[config.mk]
export PLATFORM = sky130hd
export DESIGN_NAME = regfile_dump
export DESIGN_NICKNAME = d
export VERILOG_FILES = /design/src/rtl/regfile_dump_pkg.sv /design/src/rtl/regfile_dump_hold_reg.sv /design/src/rtl/regfile_dump.sv
export SDC_FILE = /design/constraint.sdc
export NUM_CORES = 1
export LEC_CHECK = 0
export ABC_AREA = 1
export CAP_MARGIN = 0
export CORE_MARGIN = 3
export CORE_UTILIZATION = 42
export DETAILED_ROUTE_END_ITERATION = 12
export PLACE_DENSITY = 0.75
export SETUP_SLACK_MARGIN = 0.5
export SKIP_CTS_REPAIR_TIMING = 1
export SLEW_MARGIN = 40
export SYNTH_ARGS = -nofsm -noshare
export SYNTH_HDL_FRONTEND = slang
export SYNTH_HIERARCHICAL = 1
export SYNTH_SLANG_ARGS = --single-unit
export TNS_END_PERCENT = 10
[constraint.sdc]
create_clock -name clk -period 1.5 [get_ports clk]
set_input_delay 0.375 -clock clk [delete_from_list [all_inputs] [get_ports clk]]
set_output_delay 0.375 -clock clk [all_outputs]
set_load 0.02 [all_outputs]
[src/rtl/regfile_dump_pkg.sv]
// Shared types and default sizing for the register-file dump streamer.
// The DUMP_CHECKSUM_EN macro adds the CSUM state used for the trailing XOR beat.
package regfile_dump_pkg;

  localparam int REG_W    = 16;
  localparam int NUM_REGS = 8;
  localparam int REG_AW   = 3;

  typedef enum logic [2:0] {
    IDLE,
    READ,
    SEND,
    DONE
`ifdef DUMP_CHECKSUM_EN
    , CSUM
`endif
  } state_t;

endpackage

[src/rtl/regfile_dump_hold_reg.sv]
// N-bit hold register with load enable and asynchronous active-low clear;
// it keeps a beat's data stable while the sink applies backpressure.
module dump_hold_reg #(
  parameter int N = 16
) (
  input  logic         clk,
  input  logic         rst_n,
  input  logic         i_load,
  input  logic [N-1:0] i_d,
  output logic [N-1:0] o_q
);

  logic [N-1:0] r_q;

  always_ff @(posedge clk or negedge rst_n) begin
    if (!rst_n) begin
      r_q <= '0;
    end else if (i_load) begin
      r_q <= i_d;
    end
  end

  assign o_q = r_q;

endmodule

[src/rtl/regfile_dump.sv]
// Walks the register-file read port and streams one valid/ready beat per register.
// Define DUMP_CHECKSUM_EN to append one XOR-of-all-registers beat after the last register.
module regfile_dump
  import regfile_dump_pkg::*;
#(
  parameter int N     = REG_W,
  parameter int NREGS = NUM_REGS,
  parameter int AW    = REG_AW
) (
  input  logic          clk,
  input  logic          rst_n,
  input  logic          start,
  input  logic          abort,
  output logic [AW-1:0] rd_addr,
  input  logic [N-1:0]  rd_data,
  output logic          out_valid,
  input  logic          out_ready,
  output logic [N-1:0]  out_data,
  output logic [AW-1:0] out_addr,
  output logic          out_last,
  output logic          busy,
  output logic          done
);

  localparam logic [AW-1:0] LAST_IDX = AW'(NREGS - 1);

  state_t        r_state, r_state_next;
  logic [AW-1:0] r_idx, r_idx_next;
  logic [AW-1:0] r_out_addr;
  logic [N-1:0]  w_hold;
  logic          w_load;
  logic          w_accept;

  assign w_load   = (r_state == READ);
  assign w_accept = out_valid && out_ready;

  dump_hold_reg #(.N(N)) u_hold (
    .clk    (clk),
    .rst_n  (rst_n),
    .i_load (w_load),
    .i_d    (rd_data),
    .o_q    (w_hold)
  );

  always_ff @(posedge clk or negedge rst_n) begin
    if (!rst_n) begin
      r_state    <= IDLE;
      r_idx      <= '0;
      r_out_addr <= '0;
    end else begin
      r_state <= r_state_next;
      r_idx   <= r_idx_next;
      if (r_state == READ) begin
        r_out_addr <= r_idx;
      end
    end
  end

`ifdef DUMP_CHECKSUM_EN
  logic [N-1:0] r_csum;

  // Running XOR restarts with every new dump so an aborted pass never leaks in.
  always_ff @(posedge clk or negedge rst_n) begin
    if (!rst_n) begin
      r_csum <= '0;
    end else if (abort || (r_state == IDLE && start)) begin
      r_csum <= '0;
    end else if (r_state == READ) begin
      r_csum <= r_csum ^ rd_data;
    end
  end
`endif

  always_comb begin
    r_state_next = r_state;
    r_idx_next   = r_idx;
    rd_addr      = r_idx;
    out_valid    = 1'b0;
    out_data     = w_hold;
    out_addr     = r_out_addr;
    out_last     = 1'b0;
    busy         = 1'b0;
    done         = 1'b0;

    case (r_state)
      IDLE: begin
        rd_addr = '0;
        if (start) begin
          r_state_next = READ;
          r_idx_next   = '0;
        end
      end
      READ: begin
        busy         = 1'b1;
        r_state_next = SEND;
      end
      SEND: begin
        busy      = 1'b1;
        out_valid = 1'b1;
`ifndef DUMP_CHECKSUM_EN
        out_last  = (r_idx == LAST_IDX);
`endif
        if (w_accept) begin
          if (r_idx == LAST_IDX) begin
`ifdef DUMP_CHECKSUM_EN
            r_state_next = CSUM;
`else
            r_state_next = DONE;
`endif
          end else begin
            r_idx_next   = r_idx + AW'(1);
            r_state_next = READ;
          end
        end
      end
`ifdef DUMP_CHECKSUM_EN
      CSUM: begin
        out_valid = 1'b1;
        out_data  = r_csum;
        out_addr  = '0;
        out_last  = 1'b1;
        if (w_accept) begin
          r_state_next = DONE;
        end
      end
`endif
      DONE: begin
        done         = 1'b1;
        r_state_next = IDLE;
        r_idx_next   = '0;
      end
      default: begin
        r_state_next = IDLE;
        r_idx_next   = '0;
      end
    endcase

    // Abort outranks everything, including a beat accepted this same cycle.
    if (abort) begin
      r_state_next = IDLE;
      r_idx_next   = '0;
    end
  end

endmodule

; ---- Yosys cells after proc, flatten, opt, wreduce, memory -nomap -nowiden
; Index checks and enable logic that the tools add are counted.
[word_totals]
regBits = 25
inputBits = 21
out_inout_bits = 26
wordCells = 33
[op_classes]
addsub = 1
eq_ne = 8
muxes = 15
n_reduce_logical = 5
[op_table]
columns = operator, n
row1 = 2-to-1 mux 3 bit, 8
row2 = one-hot mux 3 bit (3 select lines), 2
row3 = "inequality test 3 bit, second input constant", 3
row4 = "equality test 3 x 2 -> 1 bit, second input constant", 2
row5 = 2-to-1 mux 1 bit, 4
row6 = AND reduction 4 bit, 1
row7 = "adder 3 x 1 -> 3 bit, second input constant", 1
row8 = "equality test 3 x 1 -> 1 bit, second input constant", 1
row9 = "equality test 3 bit, second input constant", 1
row10 = zero test 3 bit, 1
row11 = 2-to-1 mux 2 bit, 1
row12 = "inequality test 2 bit, second input constant", 1
row13 = AND reduction 2 bit, 1
row14 = OR reduction 2 bit, 1
row15 = logical AND 1 bit, 1

; ---- Depth between registers and ports, before layout
[depth]
word_depth = 6
mapped_depth = 8
ltp_nobuf = 8

; ---- By module
; The synthesis kept the hierarchy.
[by_module_without_submodules]
columns = module, n_inst, cells_each, area_per_inst_um2, seq_area_each_um2
row1 = dump_hold_reg, 1, 68, 644.4, 400.4
row2 = regfile_dump, 1, 64, 541.8, 200.2

; ---- Worst setup path after synthesis
; OpenSTA, ideal clock, no wires.
[synth_path]
path_type = register -> output
startpoint = register r_state[0]
endpoint = output port out_last
arrival_time_ns = 1.193
required_ns = 1.125
setup_slack_ns = -0.068
path_stages_with_launch = 5
n_path_buf = 0
cell_sequence = dfrtp_1 > inv_1 > ha_1 > nand2_2 > inv_1
[synth_via]
elab_chain_len = 2
[synth_rtl]
columns = item, line
row1 = from (decl), regfile_dump.sv:27  ; state_t r_state, r_state_next;
row2 = from (signal assigned), regfile_dump.sv:51  ; r_state <= r_state_next;
row3 = equality test 3 x 2 -> 1 bit, regfile_dump.sv:85  ; case (r_state)
row4 = 2-to-1 mux 1 bit, regfile_dump.sv:85
row5 = to (decl), regfile_dump.sv:20  ; output logic out_last,
; Every way passes these cells.

; ---- Final worst setup path
[layout_path]
startpoint = register r_idx[1]
endpoint = output port out_last
[layout_via]
elab_chain_len = 2
[layout_rtl]
columns = item, line
row1 = from (decl), regfile_dump.sv:28  ; logic [AW-1:0] r_idx, r_idx_next;
row2 = from (signal assigned), regfile_dump.sv:52  ; r_idx <= r_idx_next;
row3 = equality test 3 bit, regfile_dump.sv:101  ; out_last = (r_idx == LAST_IDX);
row4 = 2-to-1 mux 1 bit, regfile_dump.sv:85
; Every way passes these cells.

==> results.md <==
* Root buf cell: clkbuf_4
* Total gr overflow at 0
* Distinct cells, synth at 18
* Clock skew at between 0.002 and 0.0025 ns
* Post-Synth Simple-Gate Area at roughly 32%
* Slew Limit Fails at 0
* CP startpoint kind: register
* First-pass GRT wire length at ~4700 µm
* Crit path max fanout at 2
* Crit end category: output pin
* Via-per-instance ratio at 4.77
* Violated checks: negative setup slack
* Drt initial violations at 44
* N_diodes at 0
* Final setup violation count at 7
* Sinks on Clock Net at 24
* Post-synth ARST share at between 90% and 100%
* TritonCTS buffer count at 3
* Initial Utilization at between 40% and 50%
* CTS H-Tree Depth at 1
* Synth Area in Adders at between 6 and 7%
* Residual DRC at 0
* Synthesized area per cell at approximately 9 µm²
* DIE WIDTH at just under 60 µm
* Worst VDD drop at between 1 and 1.5 mV
* Reg clk slew, reported paths at ~0.12 ns
* DR vias at about 1100
* Static Leak at about 0.001 µW
* Worst Tran Pin Value at a little under 0.3 ns
* Synth top area share at 50.6%
* Dominant cell type by area after synthesis: dfrtp_1
* Yosys reg bits at 24
* Vias in the first global route at about 1000
* Seq. cell area at approximately 600 µm²
* Compound-Gate Fraction of Synth Area at 2.53%
* Most frequent cell after synthesis: nand2_1
* DIE AREA at about 3500 µm²
* Max cap viols at 0
* Post-synth EDFFs at 0
* Mux share of post-synthesis cell area at 0%
* Critical setup path kind: register to output pin
* Io pins at 47
* Status: finished, violations left
* Tot Pwr at roughly 3400 µW
* Post-route antenna net violation count at 0
* Mapped Area at 1190 µm²
* Max transition margin at roughly four fifths
* Final WL at ~2800 µm
* Setup ws final at -0.164 ns
* Post-synth top cells: nand2_1 (59), dfrtp_1 (24), nand2_2 (10)
* Clock latency on the worst-skew pair at 0.31 ns
* Fraction of layout cells with a size suffix above 1 at a little over a third
* Syn_nets at 159
* Hold slack at around 0.40 ns
* Post-synthesis xor/xnor area fraction at 0%
* RSZ-0062 raised after global routing: true
* DRT Pass-1 Iters at 4
* Setup TNS Final at -0.612 ns
* Core ar. at 2590 µm²
* Worst EP arrival at 1.29 ns
* Post-DP HPWL at 2180 µm
* Final hold vios at 0
* Port buffer count at 46
* CTS tree: built
* Rows at 18
* Most area-consuming cells after synthesis: dfrtp_1 (51%), nand2_1 (19%), ha_1 (6.3%), nand2_2 (5.3%), nor2_1 (2.8%)
* Tcrit/Tclk final at 111%
* Max Fclk at approximately 600 MHz
* Die Span Y at 59.1 µm
* Area taken by multi-input logic gates at 568 µm²
* Avg WL per Cell at around 13 µm
* Nets at between 200 and 250
* Largest family of logic cells by synthesized area: simple AND/OR/NAND/NOR gates
* Initial antenna violation count at 0
* Ys flop type: dfrtp_1
* Placer Congestion at just under 0.9
* Largest net degree at the start of global routing at 25
* Worst EP required at ~1.1 ns
* Pwr dens at 1820 nW/µm²
* Min Tclk post-route at between 1.5 and 2 ns
* # fillers at approximately 190
* Area grow syn2layout at 59.1%
* Min-Delay Path Class: primary input to asynchronous set/reset pin
* Seq/Total Area, Yosys at between 50% and 60%
* Max Buffers Root-to-Sink at 2
* Post-synthesis cell count at around 130
* Synth warnings at 6
* GRT Total Usage at between 15 and 20%
per-layer routing:
metal  GRT usage [%]  wire length [µm]  vias up
met3            3.49               201        8
met1            22.5              1210      484
li1                -                 -      523
met5               0                 0        -
met4            8.41                74        0
met2            28.4              1340       40
metrics by stage:
stage | util, % | cell area (µm²) | cells | setup WS [ns]
floorplan | - | 1240 | 132 | 0.242
global route | 72.9 | 1890 | 221 | -0.228
CTS | 70.3 | 1820 | 221 | -0.624
detailed placement | 68.9 | 1780 | 217 | -0.261
finish | 72.9 | 1890 | 221 | -0.164
global placement | 68.9 | 1780 | 217 | -0.226
layout make-up:
class / instances / area share [%]
Tap cell: 30 / 1.99
Clock buffer: 4 / 1.92
Timing Repair Buffer: 58 / 31.2
Inverter: 9 / 2.92
Sequential cell: 24 / 31.8
Multi-Input combinational cell: 96 / 30.1
cells in the final DEF (no fill, tap or decap), types with 2 or more instances in the layout:
cell and instances:
o21ai_1 3, inv_1 3, nand2_1 59, ha_2 3, ha_4 3, clkdlybuf4s50_1 20, nor2_4 3, nand4_1 3
buf_6 25, clkbuf_4 3, dfrtp_1 24, nand2_2 8, inv_2 3, buf_4 11, nand2_4 3, o21ai_0 2
nor2_1 6
power by group:
part	leakage [µW]	internal (µW)	switching (µW)
logic	0.000649	967	1040
registers	0.000307	896	187
clock network	0.0000210	148	188
sequential cells by signal (all words and copies together), names as in the netlist:
name,flops
u_hold/o_q,16
r_state,2
out_addr,3
r_idx,3
worst max-delay path, stage by stage (launching register included):
cell,delay (ns)
dfrtp_1,0.41
ha_2,0.20
ha_4,0.16
nand2_4,0.06
inv_4,0.03
buf_6,0.12
cells by family after synthesis:
family                   count (synthesis)
flip-flops                              24
adder cells (fa/ha/maj)                  6
AND/OR/NAND/NOR                         84
AO/OA/AOI/OAI                            6
buffers and inverters                   12
path summary, 6_finish.rpt:
kind | startpoint | end | slack, ns | cells past startpoint
setup / recovery | r_idx[1] | out_last | -0.16 | 5
hold / removal | rst_n | u_hold/o_q[0] | 0.40 | 2
setup reg to reg | r_state[1] | r_idx[0] | 0.08 | 9
hold reg to reg | u_hold/o_q[5] | u_hold/o_q[5] | 0.51 | 2
max in group asynchronous | rst_n | u_hold/o_q[5] | 0.87 | 2
min in group clk | u_hold/o_q[5] | u_hold/o_q[5] | 0.51 | 2
No activity file was read; power rests on OpenSTA's default activity.
